**config.mk**
```make
export PLATFORM = sky130hd
export DESIGN_NAME = led_pattern_counter
export DESIGN_NICKNAME = d
export VERILOG_FILES = /design/src/rtl/led_counter_pkg.sv /design/src/rtl/led_prescaler.sv /design/src/rtl/led_pattern_counter.sv
export SDC_FILE = /design/constraint.sdc
export NUM_CORES = 1
export LEC_CHECK = 0
export ABC_AREA = 1
export BUFFER_PORTS_ARGS = -buffer_cell sky130_fd_sc_hd__buf_2
export CORE_MARGIN = 2
export CORE_UTILIZATION = 23
export CTS_BUF_LIST = sky130_fd_sc_hd__clkbuf_16
export DETAILED_ROUTE_END_ITERATION = 10
export SYNTH_ARGS = -nofsm -noshare
export SYNTH_HDL_FRONTEND = slang
export SYNTH_SLANG_ARGS = --single-unit
```
**constraint.sdc**
```tcl
create_clock -name clk -period 2.58 [get_ports clk]
set_clock_uncertainty 0.2 [all_clocks]
set_input_delay 0.258 -clock clk [delete_from_list [all_inputs] [get_ports clk]]
set_output_delay 0.258 -clock clk [all_outputs]
set_load 0.01 [all_outputs]
```
**src/rtl/led_counter_pkg.sv**
```systemverilog
// Shared constants and helpers for the LED pattern counter: mode codes,
// maximal-length Galois LFSR tap masks and the Gray encoder.
package led_counter_pkg;

    localparam logic [1:0] MODE_UP   = 2'd0;
    localparam logic [1:0] MODE_DOWN = 2'd1;
    localparam logic [1:0] MODE_GRAY = 2'd2;
    localparam logic [1:0] MODE_LFSR = 2'd3;

    // Right-shifting Galois masks; every width 3..8 gives a 2^n-1 period.
    function automatic logic [7:0] lfsr_taps(input int bits);
        case (bits)
            3:       return 8'b0000_0110;
            4:       return 8'b0000_1100;
            5:       return 8'b0001_0100;
            6:       return 8'b0011_0000;
            7:       return 8'b0110_0000;
            8:       return 8'b1011_1000;
            default: return 8'b0000_0000;
        endcase
    endfunction

    function automatic logic [7:0] gray_enc(input logic [7:0] v);
        return v ^ (v >> 1);
    endfunction

endpackage

```
**src/rtl/led_prescaler.sv**
```systemverilog
// Enable-gated prescaler: asserts step_o on the enabled cycle that completes
// a 2^LOG2DELAY interval. clr_i restarts the interval.
module led_prescaler #(
    parameter int LOG2DELAY = 25
) (
    input  logic clk,
    input  logic rst_n,
    input  logic en_i,
    input  logic clr_i,
    output logic step_o
);

    if (LOG2DELAY == 0) begin : g_nodiv
        logic unused_nodiv;
        assign unused_nodiv = ^{clk, rst_n, clr_i};
        assign step_o       = en_i;
    end else begin : g_div
        logic [LOG2DELAY-1:0] pre_q, pre_d;

        always_comb begin
            pre_d = pre_q;
            if (clr_i)
                pre_d = '0;
            else if (en_i)
                pre_d = pre_q + 1'b1;
        end

        always_ff @(posedge clk) begin
            if (!rst_n)
                pre_q <= '0;
            else
                pre_q <= pre_d;
        end

        assign step_o = en_i && (pre_q == '1);
    end

endmodule

```
**src/rtl/led_pattern_counter.sv**
```systemverilog
// LED pattern driver: prescaled up/down/Gray/LFSR counter with enable, load
// and step strobe. Define LED_PWM_EN to add duty-cycle dimming of the LEDs.
module led_pattern_counter
    import led_counter_pkg::*;
#(
    parameter int BITS      = 5,
    parameter int LOG2DELAY = 25
`ifdef LED_PWM_EN
    , parameter int PWM_BITS = 4
`endif
) (
    input  logic            clk,
    input  logic            rst_n,
    input  logic            en,
    input  logic [1:0]      mode,
    input  logic            load,
    input  logic [BITS-1:0] load_val,
`ifdef LED_PWM_EN
    input  logic [PWM_BITS-1:0] duty,
`endif
    output logic [BITS-1:0] leds,
    output logic            tick
);

    localparam logic [BITS-1:0] TAPS = BITS'(lfsr_taps(BITS));

    logic [BITS-1:0] cnt_q, cnt_d, cnt_nxt, map_val, mask;
    logic [BITS-1:0] leds_q, leds_d;
    logic            tick_q, tick_d;
    logic            step;

    led_prescaler #(.LOG2DELAY(LOG2DELAY)) u_pre (
        .clk    (clk),
        .rst_n  (rst_n),
        .en_i   (en),
        .clr_i  (load),
        .step_o (step)
    );

    always_comb begin
        cnt_nxt = cnt_q + BITS'(1);
        case (mode)
            MODE_DOWN: cnt_nxt = cnt_q - BITS'(1);
            MODE_LFSR: begin
                // All-zero is the LFSR lock-up state; kick it back into the cycle.
                if (cnt_q == '0)
                    cnt_nxt = BITS'(1);
                else if (cnt_q[0])
                    cnt_nxt = (cnt_q >> 1) ^ TAPS;
                else
                    cnt_nxt = cnt_q >> 1;
            end
            default: cnt_nxt = cnt_q + BITS'(1);
        endcase
    end

    assign map_val = (mode == MODE_GRAY) ? BITS'(gray_enc(8'(cnt_q))) : cnt_q;

`ifdef LED_PWM_EN
    logic [PWM_BITS-1:0] pwm_cnt_q;

    always_ff @(posedge clk) begin
        if (!rst_n)
            pwm_cnt_q <= '0;
        else
            pwm_cnt_q <= pwm_cnt_q + 1'b1;
    end

    assign mask = (pwm_cnt_q < duty) ? '1 : '0;
`else
    assign mask = '1;
`endif

    always_comb begin
        cnt_d  = cnt_q;
        tick_d = 1'b0;
        leds_d = map_val & mask;
        if (load) begin
            cnt_d = load_val;
        end else if (step) begin
            cnt_d  = cnt_nxt;
            tick_d = 1'b1;
        end
    end

    always_ff @(posedge clk) begin
        if (!rst_n) begin
            cnt_q  <= '0;
            leds_q <= '0;
            tick_q <= 1'b0;
        end else begin
            cnt_q  <= cnt_d;
            leds_q <= leds_d;
            tick_q <= tick_d;
        end
    end

    assign leds = leds_q;
    assign tick = tick_q;

endmodule

```
==> results of run 1 <==
==> registers in the layout, summed over array words and instances (netlist names) <==
name               count
cnt_q                  5
tick                   1
leds                   5
u_pre.g_div.pre_q     25
==> how the worst max path moves through the flow <==
stage	slack, ns	from	end
detailed placement	0.72	mode[1]	cnt_q[4]$_SDFFE_PN0P_
global placement	0.74	mode[1]	cnt_q[2]$_SDFFE_PN0P_
global route	0.49	u_pre.g_div.pre_q[0]$_SDFFE_PP0P_	u_pre.g_div.pre_q[22]$_SDFFE_PP0P_
floorplan	0.94	u_pre.g_div.pre_q[0]$_SDFFE_PP0P_	u_pre.g_div.pre_q[20]$_SDFFE_PP0P_
CTS	0.74	u_pre.g_div.pre_q[0]$_SDFFE_PP0P_	u_pre.g_div.pre_q[20]$_SDFFE_PP0P_
finish	0.74	u_pre.g_div.pre_q[0]$_SDFFE_PP0P_	cnt_q[4]$_SDFFE_PN0P_
==> worst max-delay path, delay by kind of cell, from the launching register on <==
kind / cells / cell delay [ns]
and+or+nand+nor: 8 / 0.88
DFF: 1 / 0.38
adders and majority gates: 1 / 0.21
buffers and inverters: 2 / 0.12
==> power groups by stage <==
| stage | Clock [mW] | Combinational [mW] | Sequential, mW |
|---|---|---|---|
| 6_report | 0.558 | 0.115 | 0.581 |
| 2_1_floorplan | 0 | 0.0790 | 0.593 |
| 3_5_place_dp | 0 | 0.115 | 0.593 |
| 5_1_grt | 0.602 | 0.134 | 0.583 |
| 3_3_place_gp | 0 | 0.113 | 0.593 |
| 4_1_cts | 0.572 | 0.116 | 0.581 |
==> logic make-up (layout without fill, tap and decap cells) <==
kind of cell / after synthesis / count (layout)
adders and majority gates: 4 / 4
xor gates and xnor gates: 10 / 10
DFF: 36 / 36
buffers and inverters: 38 / 59
AOI/OAI and AO/OA: 49 / 49
muxes: 1 / 1
and+or+nand+nor: 143 / 143
==> cells in the mapped netlist, types with 2 or more instances <==
master	n
nand2_1	59
nand4_1	3
nor2_4	3
ha_1	4
buf_2	2
inv_1	32
dfxtp_1	36
xor2_1	7
xnor2_1	3
nand2_2	6
nand3_1	22
a21oi_1	24
nand3_2	3
nor2_1	35
o21ai_0	19
nor2_2	7
inv_2	2
a31oi_1	3
==> per-layer routing <==
metal  track usage (%)  share of wire [%]
met5                 0                  0
met2              15.9                 44
met4              3.45               0.98
met3              2.98                5.5
met1              12.9                 50
==> layout by cell type, fill, tap and decap left out, drive strengths merged, types with 2 or more instances in the layout <==
| cell type | count |
|---|---|
| a21oi | 24 |
| buf | 17 |
| o21ai | 19 |
| nor2 | 45 |
| dfxtp | 36 |
| nand4 | 3 |
| nand2 | 66 |
| ha | 4 |
| clkbuf | 5 |
| nor3 | 2 |
| inv | 36 |
| xor2 | 7 |
| nand3 | 25 |
| a31oi | 3 |
| xnor2 | 3 |
==> area by class of cell <==
type,count,area (um^2)
Fill cell,897,5940
Timing Repair Buffer,17,87.6
Multi-Input combinational cell,207,1070
Clock inverter,3,11.3
Inverter,34,128
Clock buffer,5,125
Tap cell,105,131
Sequential cell,36,721
==> impl_results.md, run 1 <==
- # rows: 33
- I/O Pins: 17
- Sequential power share: between 40% and 50%
- Pre-CTS WS: just over 0.7 ns
- Placed Cells incl. Taps: between 300 and 400
- Worst Path Max Fanout: 7
- Grt total ovfl: 0
- Drt first pass iters: 4
- Most used cell, CP: nor2_2
- Yosys top cell area share: 37.1%
- CTS H-tree depth: 2
- Synth Area in Compound Gates: a little over an eighth
- Initial core utilization: 23.6%
- Die area: between 9000 and 10000 um^2
- Post-synth top area cell: dfxtp_1
- Critical Path Slowest Stage Cell: dfxtp_1
- Synth top area cells: dfxtp_1 (37%), nand2_1 (11%), nor2_1 (6.8%)
- Power Internal: ~0.96 mW
- Hold Path Cell Cnt: 3
- Mux contribution to synthesized area: 0.516%
- CTS tree: done
- Warnings from Yosys: 0
- Setup TNS: 0 ns
- Max Slew Vio Count: 0
- Status: finished clean
- Mean Syn Cell Area: about 6.9 um^2
- Layout cells sized above 1: roughly 15%
- DRC: 0
- First-pass GRT wire length: about 7400 um
- Max Fclk: 0.544 GHz
- Worst-case headroom to the max-slew limit: 73.0%
- CP arrival: 1.86 ns
- Syn Nets: approximately 300
- Die Height: ~96 um
- Gr usage total: 10.0%
- # setup viols final: 0
- Clock buffer depth: 2
- Post-CTS repair timing setup buffer count: 0
- Critical path type: flip-flop to flip-flop
- Hold crit path type: primary input to flip-flop
- Number of global-route vias before repair: roughly 1700
- RSZ-0062 raised after global routing: false
- Slowest cell delay on critical path: between 0.3 and 0.4 ns
- Pin count of the biggest net entering global routing: 16
- CTS buffer count: 5
- Clock network fraction of total power: 44.5%
- WL/cell: between 9 and 10 um
- Hold Vio Cnt, Final: 0
- Crit path required time: 2.60 ns
- Post-Layout Cell Count: approximately 410
- Final Core Density: approximately 28%
- Post-route cell area: roughly 2300 um^2
- R2R Setup Slk: roughly 0.74 ns
- FF-to-FF End: cnt_q[4]$_SDFFE_PN0P_
- Pwr Density: around 550 nW/um^2
- Die X: 95.9 um
- Placer congestion estimate: about 0.87
- Sw Share: a little under a quarter
- Largest family of logic cells by synthesized area: simple AND/OR/NAND/NOR gates
- Synth cell types: 29
- Min cycle time layout: 1.84 ns
- Final net count: 316
- Reg2reg start: u_pre.g_div.pre_q[0]$_SDFFE_PP0P_
- Reg clk slew, reported paths: ~0.050 ns
- Psw: between 0.2 and 0.3 mW
- Worst-Margin Slew: 0.404 ns
- Async set-reset flop share out of synthesis: 0%
- Peak VDD IR: slightly above 200 uV
- Worst setup EP type: flip-flop
- Leak: 0.871 nW
- CTS sink count: 36
- Combinational share of power: 9.2%
- Hold Slack: 0.0897 ns
- Port Buffers: 16
- Hold path start: load_val[0]
- Post-DP HPWL: 3110 um
- Synth Instances: 281
- Initial antenna violation count: 0
- Root Driver: clkbuf_16
- EDFF count, synth: 0
- Synth Flop Type: dfxtp_1
- Later-pin clock latency in the skew report: 0.27 ns
- Drt first-iter violations: 67
- Max-cap violation count: 0
- Diodes inserted: 0
- Post-synthesis xor/xnor area fraction: ~4.5%
- Post-CTS Resized: 0
- Synth Area in Adders: 2.58%
- Antenna violation net count after detailed routing: 0
- CTS Hold Bufs: 0
- Core ar.: between 8000 and 9000 um^2
- Post-Synth Simple-Gate Area: 34.4%
- Cell Area, Placed: 2140 um^2
- Synth Register Bits: 36
- FF-to-FF path depth: 11
- CP startpoint kind: flip-flop
- Final setup margin: between 0.7 and 0.8 ns
- WHS Endpoint: cnt_q[0]$_SDFFE_PN0P_
- Final Cycle Share: 71.3%
- Via count: about 1800
- Area delta synth->final: 17.2%
- Crit path cell chain: ha_1 > inv_1 > nor2_2 > nand2_1 > nor2_2 > nand3_2 > nand2_4 > inv_2 > nor2_2 > nand3_1 > nand2_1
- Tot Pwr: around 1.3 mW
- Final WL: roughly 4100 um
- Drt via density: roughly 4.4
- Register area share after synthesis: between 30 and 40%
- Cell Area, Synth: approximately 1900 um^2
No activity file was read; power rests on OpenSTA's default activity.
==> run 2, diff against run 1 <==
--- a/config.mk
+++ b/config.mk
@@ -5,7 +5,7 @@
 export SDC_FILE = /design/constraint.sdc
 export NUM_CORES = 1
 export LEC_CHECK = 0
-export ABC_AREA = 1
+export ABC_AREA = 0
 export BUFFER_PORTS_ARGS = -buffer_cell sky130_fd_sc_hd__buf_2
 export CORE_MARGIN = 2
 export CORE_UTILIZATION = 23
==> constraint.sdc (replaced) <==
create_clock -name clk -period 1.6 [get_ports clk]
set_clock_uncertainty 0.2 [all_clocks]
set_input_delay 0.16 -clock clk [delete_from_list [all_inputs] [get_ports clk]]
set_output_delay 0.16 -clock clk [all_outputs]
set_load 0.01 [all_outputs]
==> run 2 against run 1 <==
  * The run now ends with negative setup slack left
  * Utilization is 9.9 points higher
  * Clock-buffer cell count stayed put
  * Worst setup slack worse by 0.87 ns
  * Design area rose by 28%
  * Global-route usage increased by 0.94 points
  * Sequential power rose by 59%
  * Power up 82%
  * Die area decreased by 3.9%
  * Non-clock buffer count is 59 higher
  * Largest cell class unchanged
  * Largest power group is now the clock network
  * Highest routed layer unchanged
==> impl_results.md, run 2 <==
- Worst Path Max Fanout: 7
- Synth cell types: 42
- Hold crit path type: primary input to flip-flop
- EDFF count, synth: 0
- RSZ-0062 raised after global routing: true
- Initial antenna violation count: 0
- CTS buffer count: 5
- Hold Vio Cnt, Final: 0
- Yosys top cell area share: roughly two fifths
- Max Fclk: about 0.58 GHz
- Worst-case headroom to the max-slew limit: about three quarters
- Failing checks: negative setup slack
- Reg clk slew, reported paths: roughly 0.060 ns
- Crit path required time: approximately 1.6 ns
- Final setup margin: -0.133 ns
- Synth top area cells: dfxtp_1 (39%), xnor2_1 (8.0%), nor2_1 (5.6%)
- Port Buffers: 16
- Mean Syn Cell Area: 8.62 um^2
- Layout cells sized above 1: a little under half
- Post-route cell area: a little under 3000 um^2
- Pwr Density: 781 nW/um^2
- Final WL: ~4700 um
- Antenna violation net count after detailed routing: 0
- Peak VDD IR: 372 uV
- Area delta synth->final: 56.9%
- Final Cycle Share: 108%
- Diodes inserted: 0
- Largest Register: u_pre.g_div.pre_q
- Root Driver: clkbuf_16
- Max reg flops: 25
- Cell Area, Placed: 2470 um^2
- Worst-Margin Slew: approximately 0.36 ns
- Drt via density: about 4.4
- DRC: 0
- Clock buffer depth: 2
- CTS sink count: 36
- Most common cell after layout, fill and taps aside: buf_4
- Later-pin clock latency in the skew report: roughly 0.28 ns
- Most frequent cell after synthesis: dfxtp_1
- Synth Flop Type: dfxtp_1
- FF-to-FF End: cnt_q[1]$_SDFFE_PN0P_
- Final net count: about 300
- Max Slew Vio Count: 0
- Number of global-route vias before repair: between 1500 and 2000
- Die area: a little under 9000 um^2
- Min cycle time layout: 1.73 ns
- Synth Register Bits: 36
- # setup viols final: 14
- Synth Instances: approximately 220
- Leak: 1.21 nW
- Hold Path Cell Cnt: 4
- Syn Nets: roughly 230
- Grt total ovfl: 0
- Warnings from Yosys: 0
- R2R Setup Slk: -0.13 ns
- Drt first pass iters: 4
- Final Core Density: between 30% and 40%
- Hold path start: load_val[2]
- Initial core utilization: 24.0%
- Post-synth top cells: dfxtp_1 (36), nor2_1 (28), xnor2_1 (17)
- Placer congestion estimate: around 0.89
- Drt first-iter violations: 50
- Die X: roughly 94 um
- Max-cap violation count: 0
- Register area share after synthesis: 38.7%
- Core ar.: about 8000 um^2
- CTS tree: done
- Die Height: about 94 um
- CP arrival: between 1.5 and 2 ns
- Post-synth top area cell: dfxtp_1
- Worst setup EP type: flip-flop
- Gr usage total: a little over a tenth
- I/O Pins: 17
- WL/cell: between 10 and 15 um
- Reg2reg start: u_pre.g_div.pre_q[8]$_SDFFE_PP0P_
- WHS Endpoint: cnt_q[2]$_SDFFE_PN0P_
- Commonest non-fill, non-tap cells in the layout: buf_4 (47), nor2_1 (25), dfxtp_1 (23)
- CP startpoint kind: flip-flop
- Async set-reset flop share out of synthesis: 0%
- Setup TNS: -1.05 ns
- First-pass GRT wire length: 7740 um
- # rows: 32
- Via count: between 1500 and 2000
- Pin count of the biggest net entering global routing: 27
- Cell Area, Synth: roughly 1900 um^2
- Post-DP HPWL: 3100 um
- CTS H-tree depth: 2
- FF-to-FF path depth: 7
- Critical path type: flip-flop to flip-flop
- Status: finished with violations
==> run 2: cell types whose count changed after synthesis, sizes merged, moves of 13 or more <==
cell,before,now
nand2,66,12
o21ai,19,6
nor2,45,32
inv,34,10
xnor2,3,17
a21oi,24,4
==> run 2: how the worst max path moves through the flow <==
stage | from | end | slack [ns] | cells past startpoint
floorplan | cnt_q[1]$_SDFFE_PN0P_ | cnt_q[4]$_SDFFE_PN0P_ | -0.16 | 8
global placement | mode[0] | cnt_q[4]$_SDFFE_PN0P_ | -0.15 | 9
detailed placement | u_pre.g_div.pre_q[10]$_SDFFE_PP0P_ | cnt_q[1]$_SDFFE_PN0P_ | -0.21 | 6
CTS | cnt_q[1]$_SDFFE_PN0P_ | cnt_q[4]$_SDFFE_PN0P_ | -0.12 | 8
global route | cnt_q[1]$_SDFFE_PN0P_ | cnt_q[4]$_SDFFE_PN0P_ | -0.19 | 8
finish | u_pre.g_div.pre_q[8]$_SDFFE_PP0P_ | cnt_q[1]$_SDFFE_PN0P_ | -0.13 | 7
==> run 2: cell type report <==
class / count / area (um^2)
multi-input cells: 157 / 1270
inverters: 10 / 37.5
clock buffers: 5 / 125
repair buffers: 76 / 577
clock inverters: 3 / 37.5
flip-flops and latches: 36 / 744
well taps: 102 / 128
fillers: 791 / 4850
==> run 2: stage by stage <==
step	instances	total power, mW	hold WS (ns)	setup WS, ns
after floorplan	216	1.07	0.0997	-0.156
after global placement	369	1.15	0.219	-0.149
after detailed placement	369	1.16	0.212	-0.211
after CTS	385	2.28	0.0334	-0.119
after global routing	389	2.37	0.0741	-0.189
final	389	2.28	0.0370	-0.133
==> run 2: worst max-delay path: stages (launching register included) <==
cell,delay [ns]
dfxtp_1,0.33
and4_4,0.23
and4_4,0.21
nand4_1,0.11
buf_6,0.16
buf_6,0.12
nand4_1,0.12
o311ai_4,0.11
==> run 2: metal layers <==
metal  global-route usage [%]  wire length, um
met1                     13.7             2150
met2                     18.6             2350
met3                     2.65              157
met4                     3.26               19
met5                        0                0
==> run 2: what timing repair did <==
item	CTS	global route
hold endpoints to repair	4	0
buffers inserted	2	4
cloned	1	0
setup endpoints to repair	16	24
gates resized for setup	22	20
pin swaps	14	11
hold buffers	5	0
==> run 2: kinds of logic (layout without fill, tap and decap cells) <==
| logic type | count (synthesis) | after routing | share of synthesized area (%) |
|---|---|---|---|
| AO/OA/AOI/OAI | 26 | 26 | 9.68 |
| multiplexers | 1 | 1 | 0.538 |
| buffers and inverters | 23 | 94 | 5.51 |
| AND/OR/NAND/NOR | 98 | 98 | 29.7 |
| flip-flops | 36 | 36 | 38.7 |
| adder cells (fa/ha/maj) | 4 | 4 | 2.69 |
| XOR/XNOR | 28 | 28 | 13.2 |
==> run 2: report_power, final <==
part           leakage [nW]  switching (mW)  internal [mW]
Combinational         0.828           0.128          0.130
Clock                0.0789           0.373          0.724
Sequential            0.299          0.0146          0.910
